$ cat config.mk
export PLATFORM = sky130hd
export DESIGN_NAME = fetch_sequencer_flat
export DESIGN_NICKNAME = d
export VERILOG_FILES = /design/src/rtl/fetch_sequencer_pkg.sv /design/src/rtl/fetch_sequencer_if.sv /design/src/rtl/fetch_next_pc.sv /design/src/rtl/fetch_sequencer.sv /design/src/flat_wrapper.sv
export SDC_FILE = /design/constraint.sdc
export NUM_CORES = 1
export LEC_CHECK = 0
export BUFFER_PORTS_ARGS = -buffer_cell sky130_fd_sc_hd__buf_2
export CELL_PAD_IN_SITES_DETAIL_PLACEMENT = 1
export CELL_PAD_IN_SITES_GLOBAL_PLACEMENT = 1
export CORE_ASPECT_RATIO = 1.75
export CORE_UTILIZATION = 36
export DETAILED_ROUTE_END_ITERATION = 8
export GPL_TIMING_DRIVEN = 1
export HOLD_SLACK_MARGIN = 0.08
export PLACE_DENSITY = 0.91
export SKIP_LAST_GASP = 1
export SLEW_MARGIN = 20
export SYNTH_ARGS = -nofsm -noshare
export SYNTH_HDL_FRONTEND = slang
export SYNTH_HIERARCHICAL = 1
export SYNTH_SLANG_ARGS = --single-unit
$ cat constraint.sdc
create_clock -name clk -period 5 [get_ports clk]
set_input_delay 0.75 -clock clk [delete_from_list [all_inputs] [get_ports clk]]
set_output_delay 0.75 -clock clk [all_outputs]
set_load 0.02 [all_outputs]
$ cat src/rtl/fetch_sequencer_pkg.sv
// Shared definitions for the fetch sequencer slice.
//   state_e     : sequencer FSM states
//   INSTR_BYTES : bytes per instruction word (sequential PC step)
//   ALIGN_MASK  : low address bits that must be zero for a legal PC
//   is_aligned  : true when the given low address bits are word aligned
package fetch_sequencer_pkg;

  typedef enum logic [2:0] {
    StIdle,
    StFetch,
    StExec,
    StHalt,
    StFault
  } state_e;

  localparam int unsigned INSTR_BYTES = 4;
  localparam logic [1:0]  ALIGN_MASK  = 2'b11;

  function automatic logic is_aligned(input logic [1:0] lsbs);
    return (lsbs & ALIGN_MASK) == 2'b00;
  endfunction

endpackage

$ cat src/rtl/fetch_sequencer_if.sv
// Instruction-memory request/response bus.
//   req   : request, held high while the sequencer is fetching
//   addr  : request address
//   ack   : read data valid this cycle
//   rdata : instruction word
// master = sequencer side, slave = memory side.
interface fetch_sequencer_if #(
  parameter int unsigned ADDR_W = 32
);
  logic              req;
  logic [ADDR_W-1:0] addr;
  logic              ack;
  logic [31:0]       rdata;

  modport master (output req, output addr, input ack, input rdata);
  modport slave  (input req, input addr, output ack, output rdata);
endinterface

$ cat src/rtl/fetch_next_pc.sv
// Combinational next-PC selection for the EXEC state.
//   pc_i            : current program counter
//   halt_i, jump_i, branch_i, zero_i : decoder/ALU control
//   jump_target_i, branch_target_i   : redirect addresses
//   next_pc_o       : PC to load on retirement (PC itself on halt or fault)
//   halt_o          : halt selected
//   misalign_o      : selected redirect target is misaligned
//   fault_addr_o    : selected redirect target (valid when misalign_o)
module fetch_next_pc
  import fetch_sequencer_pkg::*;
#(
  parameter int unsigned ADDR_W = 32
) (
  input  logic [ADDR_W-1:0] pc_i,
  input  logic              halt_i,
  input  logic              jump_i,
  input  logic              branch_i,
  input  logic              zero_i,
  input  logic [ADDR_W-1:0] jump_target_i,
  input  logic [ADDR_W-1:0] branch_target_i,
  output logic [ADDR_W-1:0] next_pc_o,
  output logic              halt_o,
  output logic              misalign_o,
  output logic [ADDR_W-1:0] fault_addr_o
);

  logic              redirect;
  logic [ADDR_W-1:0] target;

  // Priority: halt > jump > taken branch > sequential.
  always_comb begin
    halt_o   = 1'b0;
    redirect = 1'b0;
    target   = '0;
    if (halt_i) begin
      halt_o = 1'b1;
    end else if (jump_i) begin
      redirect = 1'b1;
      target   = jump_target_i;
    end else if (branch_i && zero_i) begin
      redirect = 1'b1;
      target   = branch_target_i;
    end
  end

  always_comb begin
    misalign_o   = redirect && !is_aligned(target[1:0]);
    fault_addr_o = target;
    if (halt_o || misalign_o) begin
      next_pc_o = pc_i;
    end else if (redirect) begin
      next_pc_o = target;
    end else begin
      // Natural wrap modulo 2^ADDR_W.
      next_pc_o = pc_i + ADDR_W'(INSTR_BYTES);
    end
  end

endmodule

$ cat src/rtl/fetch_sequencer.sv
// Instruction fetch sequencer: launches at start_pc, fetches a word over the
// imem bus, holds it for one (or more, when stalled) EXEC cycles, then picks
// the next PC, halts, or faults on a misaligned target.
//   clk, rst      : clock, asynchronous active-high reset
//   start/start_pc: launch request honoured in IDLE/HALT/FAULT
//   imem          : instruction-memory bus (master side)
//   instr/instr_valid : captured word and its execute strobe
//   stall         : holds EXEC
//   halt/jump/branch/zero, jump_target/branch_target : next-PC control
//   PC, halted, fault, fault_addr, retired : status
module fetch_sequencer
  import fetch_sequencer_pkg::*;
#(
  parameter int unsigned       ADDR_W   = 32,
  parameter logic [ADDR_W-1:0] RESET_PC = '0
) (
  input  logic                clk,
  input  logic                rst,
  input  logic                start,
  input  logic [ADDR_W-1:0]   start_pc,
  fetch_sequencer_if.master   imem,
  output logic [31:0]         instr,
  output logic                instr_valid,
  input  logic                stall,
  input  logic                halt,
  input  logic                jump,
  input  logic                branch,
  input  logic                zero,
  input  logic [ADDR_W-1:0]   jump_target,
  input  logic [ADDR_W-1:0]   branch_target,
  output logic [ADDR_W-1:0]   PC,
  output logic                halted,
  output logic                fault,
  output logic [ADDR_W-1:0]   fault_addr,
  output logic [31:0]         retired
);

  state_e            state_q, state_d;
  logic [ADDR_W-1:0] pc_q;
  logic [31:0]       instr_q;
  logic              halted_q, fault_q;
  logic [ADDR_W-1:0] fault_addr_q;
  logic [31:0]       retired_q;

  logic [ADDR_W-1:0] next_pc;
  logic              sel_halt, sel_misalign;
  logic [ADDR_W-1:0] sel_fault_addr;
  logic              can_start, start_ok, retire;

  fetch_next_pc #(
    .ADDR_W (ADDR_W)
  ) u_next_pc (
    .pc_i            (pc_q),
    .halt_i          (halt),
    .jump_i          (jump),
    .branch_i        (branch),
    .zero_i          (zero),
    .jump_target_i   (jump_target),
    .branch_target_i (branch_target),
    .next_pc_o       (next_pc),
    .halt_o          (sel_halt),
    .misalign_o      (sel_misalign),
    .fault_addr_o    (sel_fault_addr)
  );

  assign can_start = (state_q == StIdle) || (state_q == StHalt) || (state_q == StFault);
  assign start_ok  = is_aligned(start_pc[1:0]);
  assign retire    = (state_q == StExec) && !stall;

  // State register.
  always_ff @(posedge clk or posedge rst) begin
    if (rst) begin
      state_q <= StIdle;
    end else begin
      state_q <= state_d;
    end
  end

  // Next-state logic.
  always_comb begin
    state_d = state_q;
    unique case (state_q)
      StIdle, StHalt, StFault: begin
        if (start) begin
          state_d = start_ok ? StFetch : StFault;
        end
      end
      StFetch: begin
        if (imem.ack) begin
          state_d = StExec;
        end
      end
      StExec: begin
        if (!stall) begin
          if (sel_halt) begin
            state_d = StHalt;
          end else if (sel_misalign) begin
            state_d = StFault;
          end else begin
            state_d = StFetch;
          end
        end
      end
      default: state_d = StIdle;
    endcase
  end

  // Moore outputs.
  always_comb begin
    imem.req    = (state_q == StFetch);
    instr_valid = (state_q == StExec);
  end

  // Datapath registers.
  always_ff @(posedge clk or posedge rst) begin
    if (rst) begin
      pc_q         <= RESET_PC;
      instr_q      <= '0;
      halted_q     <= 1'b0;
      fault_q      <= 1'b0;
      fault_addr_q <= '0;
      retired_q    <= '0;
    end else begin
      if (can_start && start) begin
        if (start_ok) begin
          pc_q     <= start_pc;
          halted_q <= 1'b0;
          fault_q  <= 1'b0;
        end else begin
          fault_q      <= 1'b1;
          fault_addr_q <= start_pc;
        end
      end
      if ((state_q == StFetch) && imem.ack) begin
        instr_q <= imem.rdata;
      end
      if (retire) begin
        retired_q <= retired_q + 32'd1;
        pc_q      <= next_pc;
        if (sel_halt) begin
          halted_q <= 1'b1;
        end else if (sel_misalign) begin
          fault_q      <= 1'b1;
          fault_addr_q <= sel_fault_addr;
        end
      end
    end
  end

  assign imem.addr  = pc_q;
  assign PC         = pc_q;
  assign instr      = instr_q;
  assign halted     = halted_q;
  assign fault      = fault_q;
  assign fault_addr = fault_addr_q;
  assign retired    = retired_q;

endmodule
$ cat src/flat_wrapper.sv
// flat-port wrapper written by rule: the top's interface ports become plain ports
module fetch_sequencer_flat import fetch_sequencer_pkg::*;
#(
  parameter int unsigned       ADDR_W   = 32,
  parameter logic [ADDR_W-1:0] RESET_PC = '0
)
  (clk, rst, start, start_pc, instr, instr_valid, stall, halt, jump, branch, zero, jump_target, branch_target, PC, halted, fault, fault_addr, retired, imem_req, imem_addr, imem_ack, imem_rdata);
  fetch_sequencer_if #(.ADDR_W(ADDR_W)) imem_i ();
  input  logic clk;
  input  logic rst;
  input  logic start;
  input  logic [ADDR_W-1:0] start_pc;
  output logic [31:0] instr;
  output logic instr_valid;
  input  logic stall;
  input  logic halt;
  input  logic jump;
  input  logic branch;
  input  logic zero;
  input  logic [ADDR_W-1:0] jump_target;
  input  logic [ADDR_W-1:0] branch_target;
  output logic [ADDR_W-1:0] PC;
  output logic halted;
  output logic fault;
  output logic [ADDR_W-1:0] fault_addr;
  output logic [31:0] retired;
  output wire logic [$bits(imem_i.req)-1:0] imem_req;
  output wire logic [$bits(imem_i.addr)-1:0] imem_addr;
  input wire logic [$bits(imem_i.ack)-1:0] imem_ack;
  input wire logic [$bits(imem_i.rdata)-1:0] imem_rdata;
  assign imem_req = imem_i.req;
  assign imem_addr = imem_i.addr;
  assign imem_i.ack = imem_ack;
  assign imem_i.rdata = imem_rdata;
  fetch_sequencer #(.ADDR_W(ADDR_W), .RESET_PC(RESET_PC)) u_core (.clk(clk), .rst(rst), .start(start), .start_pc(start_pc), .imem(imem_i), .instr(instr), .instr_valid(instr_valid), .stall(stall), .halt(halt), .jump(jump), .branch(branch), .zero(zero), .jump_target(jump_target), .branch_target(branch_target), .PC(PC), .halted(halted), .fault(fault), .fault_addr(fault_addr), .retired(retired));
endmodule
==> flow_metrics.env, run 1 <==
export IMPL_leakage_uw=0.00494
export IMPL_fp_dieW_um=115
export IMPL_postCtsSetupBuffers=0
export IMPL_synth_cells=920
export IMPL_max_freq_ghz=0.309
export IMPL_cts_tree="done"
export IMPL_syn_area_per_cell_um2=8.71
export IMPL_cts_buffers=17
export IMPL_holdWs_ns=0.479
export IMPL_cp_slowest_cell="o211a_1"
export IMPL_min_period_over_period_pct=64.7
export IMPL_synth_top_family_by_area="simple AND/OR/NAND/NOR gates"
export IMPL_ys_ff_latch=133
export IMPL_hpwl_mm=21.8
export IMPL_numPortBuffers=300
export IMPL_ant_nets=0
export IMPL_wirelength_mm=29.9
export IMPL_final_common_cell="buf_2"
export IMPL_synth_xor_area_share_pct=3.39
export IMPL_hold_viol=0
export IMPL_first_global_vias=8683
export IMPL_wl_per_cell_um=20.5
export IMPL_total_power_uw=5250
export IMPL_max_slew_margin_pct=27.4
export IMPL_rsz0062_at_grt="false"
export IMPL_path_clk_slew_ns=0.07
export IMPL_synth_area_leaders="dfrtp_1 (42%), mux2_2 (9.0%), nand2_1 (8.9%), nor2_1 (4.4%), a31oi_1 (3.1%)"
export IMPL_ys_seq_area_share_pct=41.5
export IMPL_outcome="finished clean"
export IMPL_hold_class="reg -> reg"
export IMPL_cap_violations=0
export IMPL_core_area_um2=21700
export IMPL_synth_edf_count=0
export IMPL_start_kind="primary input"
export IMPL_cpMostUsedCell="nand2_1"
export IMPL_path_max_fanout=41
export IMPL_crit_arrival_ns=3.55
export IMPL_start_util_pct=37.0
export IMPL_cp_end_kind="flip-flop"
export IMPL_gp_congestion=0.811
export IMPL_synth_warnings=6
export IMPL_worst_slew_pin_slew_ns=1.08
export IMPL_synth_area_mux_share_pct=9.52
export IMPL_routed_via_density=5.49
export IMPL_synth_compound_area_share_pct=15.0
export IMPL_netlist_area_um2=8020
export IMPL_required_ns=5.32
export IMPL_synthArstFlopShare_pct=100
export IMPL_firstDrtPassIters=4
export IMPL_overflow=0
export IMPL_num_vias=8042
export IMPL_crit_type="in -> reg"
export IMPL_seq_area_um2=3330
export IMPL_grt_antenna_before_repair=5
export IMPL_yosysTopAreaCellShare_pct=41.5
export IMPL_yosys_area_share_simple_pct=23.5
export IMPL_peakVddDrop_v=0.000342
export IMPL_drt_iter0_drc=443
export IMPL_clock_path_buffers=2
export IMPL_slew_viol_final=0
export IMPL_clkSinkCount=133
export IMPL_synth_fp_nets=1059
export IMPL_clock_skew_ns=0.0101
export IMPL_fill_cells=2662
export IMPL_hold_buffers=0
export IMPL_path_cells="buf_2 > nand3b_2 > o211a_1 > mux2_1 > a211o_1 > nand2_1 > nand2_1 > mux2_2"
export IMPL_ioPinCount=301
export IMPL_multi_input_area_um2=4210
export IMPL_die_h_um=199
export IMPL_dieArea_um2=22900
export IMPL_synthFlopType="dfrtp_1"
export IMPL_clkLatencyLatePin_ns=0.43
export IMPL_synth_top_area_cell="dfrtp_1"
export IMPL_track_usage_pct=26.7
export IMPL_setup_viol=0
export IMPL_slowest_delay_ns=0.73
export IMPL_grt_max_degree=92
export IMPL_root_buffer="clkbuf_16"
export IMPL_final_cell_mix="buf_2 (300), nand2_1 (191), dfrtp_1 (133)"
export IMPL_fp_row_count=71
export IMPL_cts_repair_resized=0
export IMPL_synth_cell_types=66
export IMPL_power_density_nw_per_um2=519
export IMPL_finalCriticalPeriod_ns=3.24
export IMPL_synth_adder_area_share_pct=0.312
export IMPL_drc=0
export IMPL_area_growth_synth_to_final_pct=26.2
export IMPL_nNetsFinal=1296
export IMPL_grt_pass1_wl_mm=46.6
export IMPL_drive_above_1_share_pct=36.8
export IMPL_finalSetupTns_ns=0
export IMPL_htreeDepth=4
report_power, final:
group | total (uW) | internal, uW | switching, uW | leakage (uW)
combinational | 2120 | 806 | 1320 | 0.00300
clock | 1250 | 712 | 538 | 0.000278
sequential | 1880 | 1430 | 443 | 0.00167
total | 5250 | 2950 | 2300 | 0.00494
per-stage QoR:
step / cell area, um2 / utilization [%] / cells / worst slack [ns]
floorplan: 8020 / - / 920 / 0.696
global route: 10100 / 46.7 / 1464 / 1.65
global placement: 9500 / 43.8 / 1429 / 1.37
finish: 10100 / 46.7 / 1464 / 1.76
CTS: 10100 / 46.5 / 1461 / 1.80
detailed placement: 9500 / 43.8 / 1429 / 1.33
routing by layer:
metal  routed length [um]  up-vias  global-route usage [%]  part of all wire [%]
met3                 1410       65                    4.64                   4.7
met1                11000     3988                    29.0                    37
met5                   20        -                       0                 0.067
met2                16400      278                    49.4                    55
li1                     -     3707                       -                     -
met4                 1100        4                    13.3                   3.7
cells in the mapped netlist, drive strengths merged (4+ instances only):
master / count
a22oi: 26
xnor2: 28
dfrtp: 133
mux2: 66
o21a: 5
a31oi: 40
clkbuf: 37
a21oi: 38
and2: 7
nand4: 25
inv: 12
o22a: 9
nor4: 7
and3: 17
nor2: 95
buf: 53
nand2: 192
or3: 6
nor3: 9
nand3: 26
o22ai: 12
o21ai: 21
and4: 4
critical path: cells and delay by family:
kind / cells / cell delay (ns)
compound gates: 2 / 0.96
simple gates: 3 / 0.52
buf+inv: 1 / 0.65
mux: 2 / 0.64
worst paths after layout:
path / from / end / slack, ns / depth (start not counted)
worst min register to register: u_core/retired[31]$_DFFE_PP0P_ / u_core/retired[31]$_DFFE_PP0P_ / 0.48 / 1
min in group asynchronous: rst / u_core/instr[23]$_DFFE_PP0P_ / 0.51 / 2
worst max register to register: u_core/PC[2]$_DFFE_PP0P_ / u_core/PC[20]$_DFFE_PP0P_ / 2.02 / 9
worst min-delay path: u_core/retired[31]$_DFFE_PP0P_ / u_core/retired[31]$_DFFE_PP0P_ / 0.48 / 1
worst max-delay path: jump / u_core/PC[30]$_DFFE_PP0P_ / 1.76 / 8
max in group asynchronous: rst / u_core/state_q[2]$_DFFE_PP0P_ / 3.31 / 3
flip-flops by register name, indices dropped and copies added, names as in the netlist:
name and cells:
u_core/fault_addr 32, u_core/retired 32, u_core/halted 1, u_core/instr 32, u_core/state_q 3, u_core/fault 1, u_core/PC 32
final cells by class:
| type | count | share of cell area [%] |
|---|---|---|
| inverters | 12 | 0.495 |
| clock buffers | 18 | 4.34 |
| clock inverters | 14 | 1.40 |
| repair buffers | 308 | 15.6 |
| flip-flops and latches | 133 | 32.9 |
| multi-input cells | 685 | 41.6 |
| well taps | 292 | 3.61 |
| diodes | 2 | 0.0495 |
kinds of logic (layout without fill, tap and decap cells):
| family | after synthesis | count (layout) |
|---|---|---|
| and+or+nand+nor | 402 | 402 |
| AOI/OAI and AO/OA | 182 | 182 |
| DFF | 133 | 133 |
| buffers and inverters | 102 | 352 |
| muxes | 68 | 68 |
| xor gates and xnor gates | 31 | 31 |
| adders and majority gates | 2 | 2 |
| other | 0 | 2 |
No activity file was read; power rests on OpenSTA's default activity.
==> inputs of run 2 (changes only) <==
- clock period: 5 -> 3.2 ns (I/O delays scaled with it)
==> flow_metrics.env, run 2 (same netlist as run 1, synthesis figures left out) <==
export IMPL_outcome="finished clean"
export IMPL_hold_viol=0
export IMPL_fp_row_count=71
export IMPL_cp_end_kind="flip-flop"
export IMPL_routed_via_density=5.51
export IMPL_grt_pass1_wl_mm=47.2
export IMPL_nNetsFinal=1310
export IMPL_required_ns=3.47
export IMPL_cap_violations=0
export IMPL_path_delay_family="simple AND/OR/NAND/NOR gates"
export IMPL_postPlaceCellArea_um2=9620
export IMPL_finalSetupTns_ns=0
export IMPL_path_cells="or4b_4 > or3_2 > buf_4 > nor2_1 > a31oi_1"
export IMPL_grt_max_degree=134
export IMPL_postCtsSetupBuffers=0
export IMPL_hold_class="in -> async"
export IMPL_drive_above_1_share_pct=37.1
export IMPL_crit_arrival_ns=3.02
export IMPL_wirelength_mm=30.8
export IMPL_clkSinkCount=133
export IMPL_clkLatencyLatePin_ns=0.44
export IMPL_finalCriticalPeriod_ns=2.75
export IMPL_min_period_over_period_pct=85.8
export IMPL_cts_tree="done"
export IMPL_overflow=0
export IMPL_num_vias=8137
export IMPL_worst_slew_pin_slew_ns=0.937
export IMPL_holdWs_ns=0.270
export IMPL_start_kind="flip-flop"
export IMPL_hpwl_mm=22.4
export IMPL_firstDrtPassIters=4
export IMPL_numPortBuffers=300
export IMPL_drt_iter0_drc=450
export IMPL_rsz0062_at_grt="false"
export IMPL_setup_viol=0
export IMPL_grt_antenna_before_repair=2
export IMPL_clock_path_buffers=2
export IMPL_ioPinCount=301
export IMPL_track_usage_pct=27.3
export IMPL_start_util_pct=37.0
export IMPL_final_common_cell="buf_2"
export IMPL_fill_cells=2693
export IMPL_fp_dieW_um=115
export IMPL_core_area_um2=21700
export IMPL_pre_cts_ws_ns=0.451
export IMPL_rr_startpoint="u_core/state_q[0]$_DFFE_PP0P_"
export IMPL_slew_viol_final=0
export IMPL_dieArea_um2=22900
export IMPL_cp_depth=5
export IMPL_ant_nets=0
export IMPL_hold_buffers=0
export IMPL_drc=0
export IMPL_cp_startpoint="u_core/state_q[0]$_DFFE_PP0P_"
export IMPL_layout_setup_ws_ns=0.454
export IMPL_leakage_uw=0.00501
export IMPL_first_global_vias=8620
export IMPL_path_max_fanout=65
export IMPL_max_slew_margin_pct=37.4
export IMPL_die_h_um=199
export IMPL_path_buf_inv=1
export IMPL_cts_buffers=17
export IMPL_power_density_nw_per_um2=814
export IMPL_area_growth_synth_to_final_pct=27.3
export IMPL_design_area_um2=10200
export IMPL_htreeDepth=4
export IMPL_gp_congestion=0.832
export IMPL_crit_type="reg -> reg"
export IMPL_cp_slowest_cell="or4b_4"
export IMPL_clock_skew_ns=0.0151
export IMPL_final_cell_mix="buf_2 (300), nand2_1 (191), dfrtp_1 (133)"
export IMPL_slowest_delay_ns=0.89
export IMPL_reg2regPathDepth=5
export IMPL_cts_repair_resized=0
export IMPL_path_clk_slew_ns=0.07
export IMPL_root_buffer="clkbuf_16"
export IMPL_max_freq_ghz=0.364
export IMPL_wl_per_cell_um=20.9
export IMPL_peakVddDrop_v=0.000447
[run 2: cell types whose count changed in the layout (fill, tap and decap cells not counted), moves of 2 or more]
cell	change
buf_4	+14
inv_6	-4
clkbuf_1	+2
inv_8	-2
[run 2: worst paths after layout]
kind / to / slack (ns)
hold / removal: u_core/fault_addr[27]$_DFF_PP0_ / 0.27
setup / recovery: u_core/fault_addr[20]$_DFF_PP0_ / 0.45
hold reg to reg: u_core/retired[31]$_DFFE_PP0P_ / 0.48
min in group clk: u_core/instr[22]$_DFFE_PP0P_ / 0.27
max in group asynchronous: u_core/retired[14]$_DFFE_PP0P_ / 2.38
setup reg to reg: u_core/fault_addr[20]$_DFF_PP0_ / 0.45
[run 2: metal layers]
metal	track usage [%]	share of wire (%)
met1	30.2	38
met2	49.4	54
met3	4.25	3.5
met4	15.1	4.1
met5	0	0
[run 2: through the flow]
step,std cells,utilization [%],total power [uW]
after floorplan,920,-,5140
after global placement,1444,44.4,6160
after detailed placement,1444,44.4,6320
after CTS,1475,47.1,8350
after global routing,1477,47.1,8740
final,1477,47.1,8310
[run 2: area by class of cell]
cell class / instances / area [um2] / share of cell area (%)
repair buffers: 322 / 1680 / 16.4
well taps: 292 / 365 / 3.58
multi-input cells: 685 / 4200 / 41.1
flip-flops and latches: 133 / 3330 / 32.6
clock buffers: 21 / 460 / 4.51
inverters: 12 / 48.8 / 0.478
diodes: 2 / 5.00 / 0.0490
clock inverters: 10 / 124 / 1.21
[run 2: where the power goes]
part / internal [uW] / switching, uW / total (uW)
Combinational: 1280 / 2110 / 3390
Clock: 1190 / 810 / 2000
Sequential: 2240 / 678 / 2920
[run 2: worst register-to-register path, cell delays in order, from the launching register on]
cell and delay [ns]:
dfrtp_1 0.54, or4b_4 0.89, or3_2 0.52, buf_4 0.33
nor2_1 0.24, a31oi_1 0.06
==> inputs of run 3 (changes only) <==
- clock period: 3.2 -> 3.1 ns (I/O delays scaled with it)
==> flow_metrics.env, run 3 (same netlist as run 1, synthesis figures left out) <==
export IMPL_wl_per_cell_um=20.5
export IMPL_power_density_nw_per_um2=840
export IMPL_grt_pass1_wl_mm=46.3
export IMPL_path_clk_slew_ns=0.06
export IMPL_r2r_end="u_core/fault_addr[19]$_DFF_PP0_"
export IMPL_gp_congestion=0.843
export IMPL_clkLatencyLatePin_ns=0.43
export IMPL_postCtsSetupBuffers=0
export IMPL_die_h_um=199
export IMPL_leakage_uw=0.00503
export IMPL_design_area_um2=10300
export IMPL_fp_row_count=71
export IMPL_slowest_delay_ns=0.87
export IMPL_path_cells="or4b_4 > or3_2 > buf_4 > nor2_1 > a31oi_1"
export IMPL_drt_iter0_drc=461
export IMPL_final_common_cell="buf_2"
export IMPL_htreeDepth=4
export IMPL_min_period_over_period_pct=87.8
export IMPL_hold_viol=0
export IMPL_num_vias=8097
export IMPL_postPlaceCellArea_um2=9640
export IMPL_hpwl_mm=22.1
export IMPL_dieArea_um2=22900
export IMPL_overflow=0
export IMPL_routed_via_density=5.47
export IMPL_cts_tree="done"
export IMPL_peakVddDrop_v=0.000465
export IMPL_firstDrtPassIters=5
export IMPL_fill_cells=2694
export IMPL_cp_slowest_cell="or4b_4"
export IMPL_clkSinkCount=133
export IMPL_hold_class="in -> async"
export IMPL_grt_max_degree=134
export IMPL_cts_repair_resized=0
export IMPL_cp_end_kind="flip-flop"
export IMPL_ioPinCount=301
export IMPL_setup_viol=0
export IMPL_path_delay_family="simple AND/OR/NAND/NOR gates"
export IMPL_required_ns=3.36
export IMPL_ant_nets=0
export IMPL_regToRegSetupSlack_ns=0.38
export IMPL_reg2regPathDepth=5
export IMPL_worst_slew_pin_slew_ns=0.856
export IMPL_crit_type="reg -> reg"
export IMPL_drive_above_1_share_pct=37.4
export IMPL_crit_arrival_ns=2.98
export IMPL_max_freq_ghz=0.367
export IMPL_final_cell_mix="buf_2 (300), nand2_1 (191), dfrtp_1 (133)"
export IMPL_path_max_fanout=65
export IMPL_clock_path_buffers=2
export IMPL_max_slew_margin_pct=42.7
export IMPL_rr_startpoint="u_core/state_q[0]$_DFFE_PP0P_"
export IMPL_outcome="finished clean"
export IMPL_finalSetupTns_ns=0
export IMPL_path_buf_inv=1
export IMPL_hold_buffers=0
export IMPL_fp_dieW_um=115
export IMPL_cts_buffers=17
export IMPL_wirelength_mm=30.3
export IMPL_rsz0062_at_grt="false"
export IMPL_cap_violations=0
export IMPL_track_usage_pct=26.9
export IMPL_nNetsFinal=1312
export IMPL_core_area_um2=21700
export IMPL_area_growth_synth_to_final_pct=27.9
export IMPL_slew_viol_final=0
export IMPL_drc=0
export IMPL_clock_skew_ns=0.0141
export IMPL_total_power_uw=8610
export IMPL_finalCriticalPeriod_ns=2.72
export IMPL_grt_antenna_before_repair=2
export IMPL_start_kind="flip-flop"
export IMPL_root_buffer="clkbuf_16"
export IMPL_first_global_vias=8540
export IMPL_start_util_pct=37.0
export IMPL_numPortBuffers=300
[run 3: layout make-up]
| type | count | area [um2] | share of cell area (%) |
|---|---|---|---|
| Multi-Input combinational cell | 685 | 4200 | 41.0 |
| Sequential cell | 133 | 3330 | 32.5 |
| Timing Repair Buffer | 324 | 1690 | 16.5 |
| Clock buffer | 19 | 443 | 4.32 |
| Tap cell | 292 | 365 | 3.56 |
| Clock inverter | 13 | 168 | 1.64 |
| Inverter | 12 | 48.8 | 0.476 |
| Antenna cell | 2 | 5.00 | 0.0488 |
[run 3: worst max path at each step]
stage	from	endpoint	slack (ns)	depth (start not counted)
2_1_floorplan	jump	u_core/fault_addr[14]$_DFF_PP0_	0.54	12
3_3_place_gp	jump	u_core/PC[19]$_DFFE_PP0P_	0.49	10
3_5_place_dp	jump	u_core/fault_addr[14]$_DFF_PP0_	0.39	9
4_1_cts	u_core/state_q[0]$_DFFE_PP0P_	u_core/fault_addr[19]$_DFF_PP0_	0.41	5
5_1_grt	u_core/state_q[0]$_DFFE_PP0P_	u_core/fault_addr[19]$_DFF_PP0_	0.29	5
6_report	u_core/state_q[0]$_DFFE_PP0P_	u_core/fault_addr[19]$_DFF_PP0_	0.38	5
[run 3: through the flow]
stage | utilization (%) | worst slack [ns] | std cells | hold WS (ns)
3_3_place_gp | 44.5 | 0.490 | 1446 | 0.459
4_1_cts | 47.3 | 0.408 | 1478 | 0.249
2_1_floorplan | - | 0.537 | 920 | 0.581
6_report | 47.3 | 0.378 | 1480 | 0.256
3_5_place_dp | 44.5 | 0.394 | 1446 | 0.465
5_1_grt | 47.3 | 0.291 | 1480 | 0.247
[run 3: worst register-to-register path: stages (launching register included)]
cell     delay (ns)
dfrtp_1        0.53
or4b_4         0.87
or3_2          0.51
buf_4          0.35
nor2_1         0.22
a31oi_1        0.07
[run 3: power breakdown]
group	internal, uW	switching, uW	leakage (uW)
registers	2310	707	0.00167
logic	1310	2130	0.00306
clock network	1300	847	0.000295
[run 3: routing by layer]
| metal | vias to the layer above | track usage (%) | part of all wire, % |
|---|---|---|---|
| li1 | 3733 | - | - |
| met1 | 3990 | 29.6 | 37 |
| met2 | 301 | 48.9 | 54 |
| met3 | 73 | 4.06 | 4.4 |
| met4 | 0 | 14.7 | 4.3 |
| met5 | - | 0 | 0 |
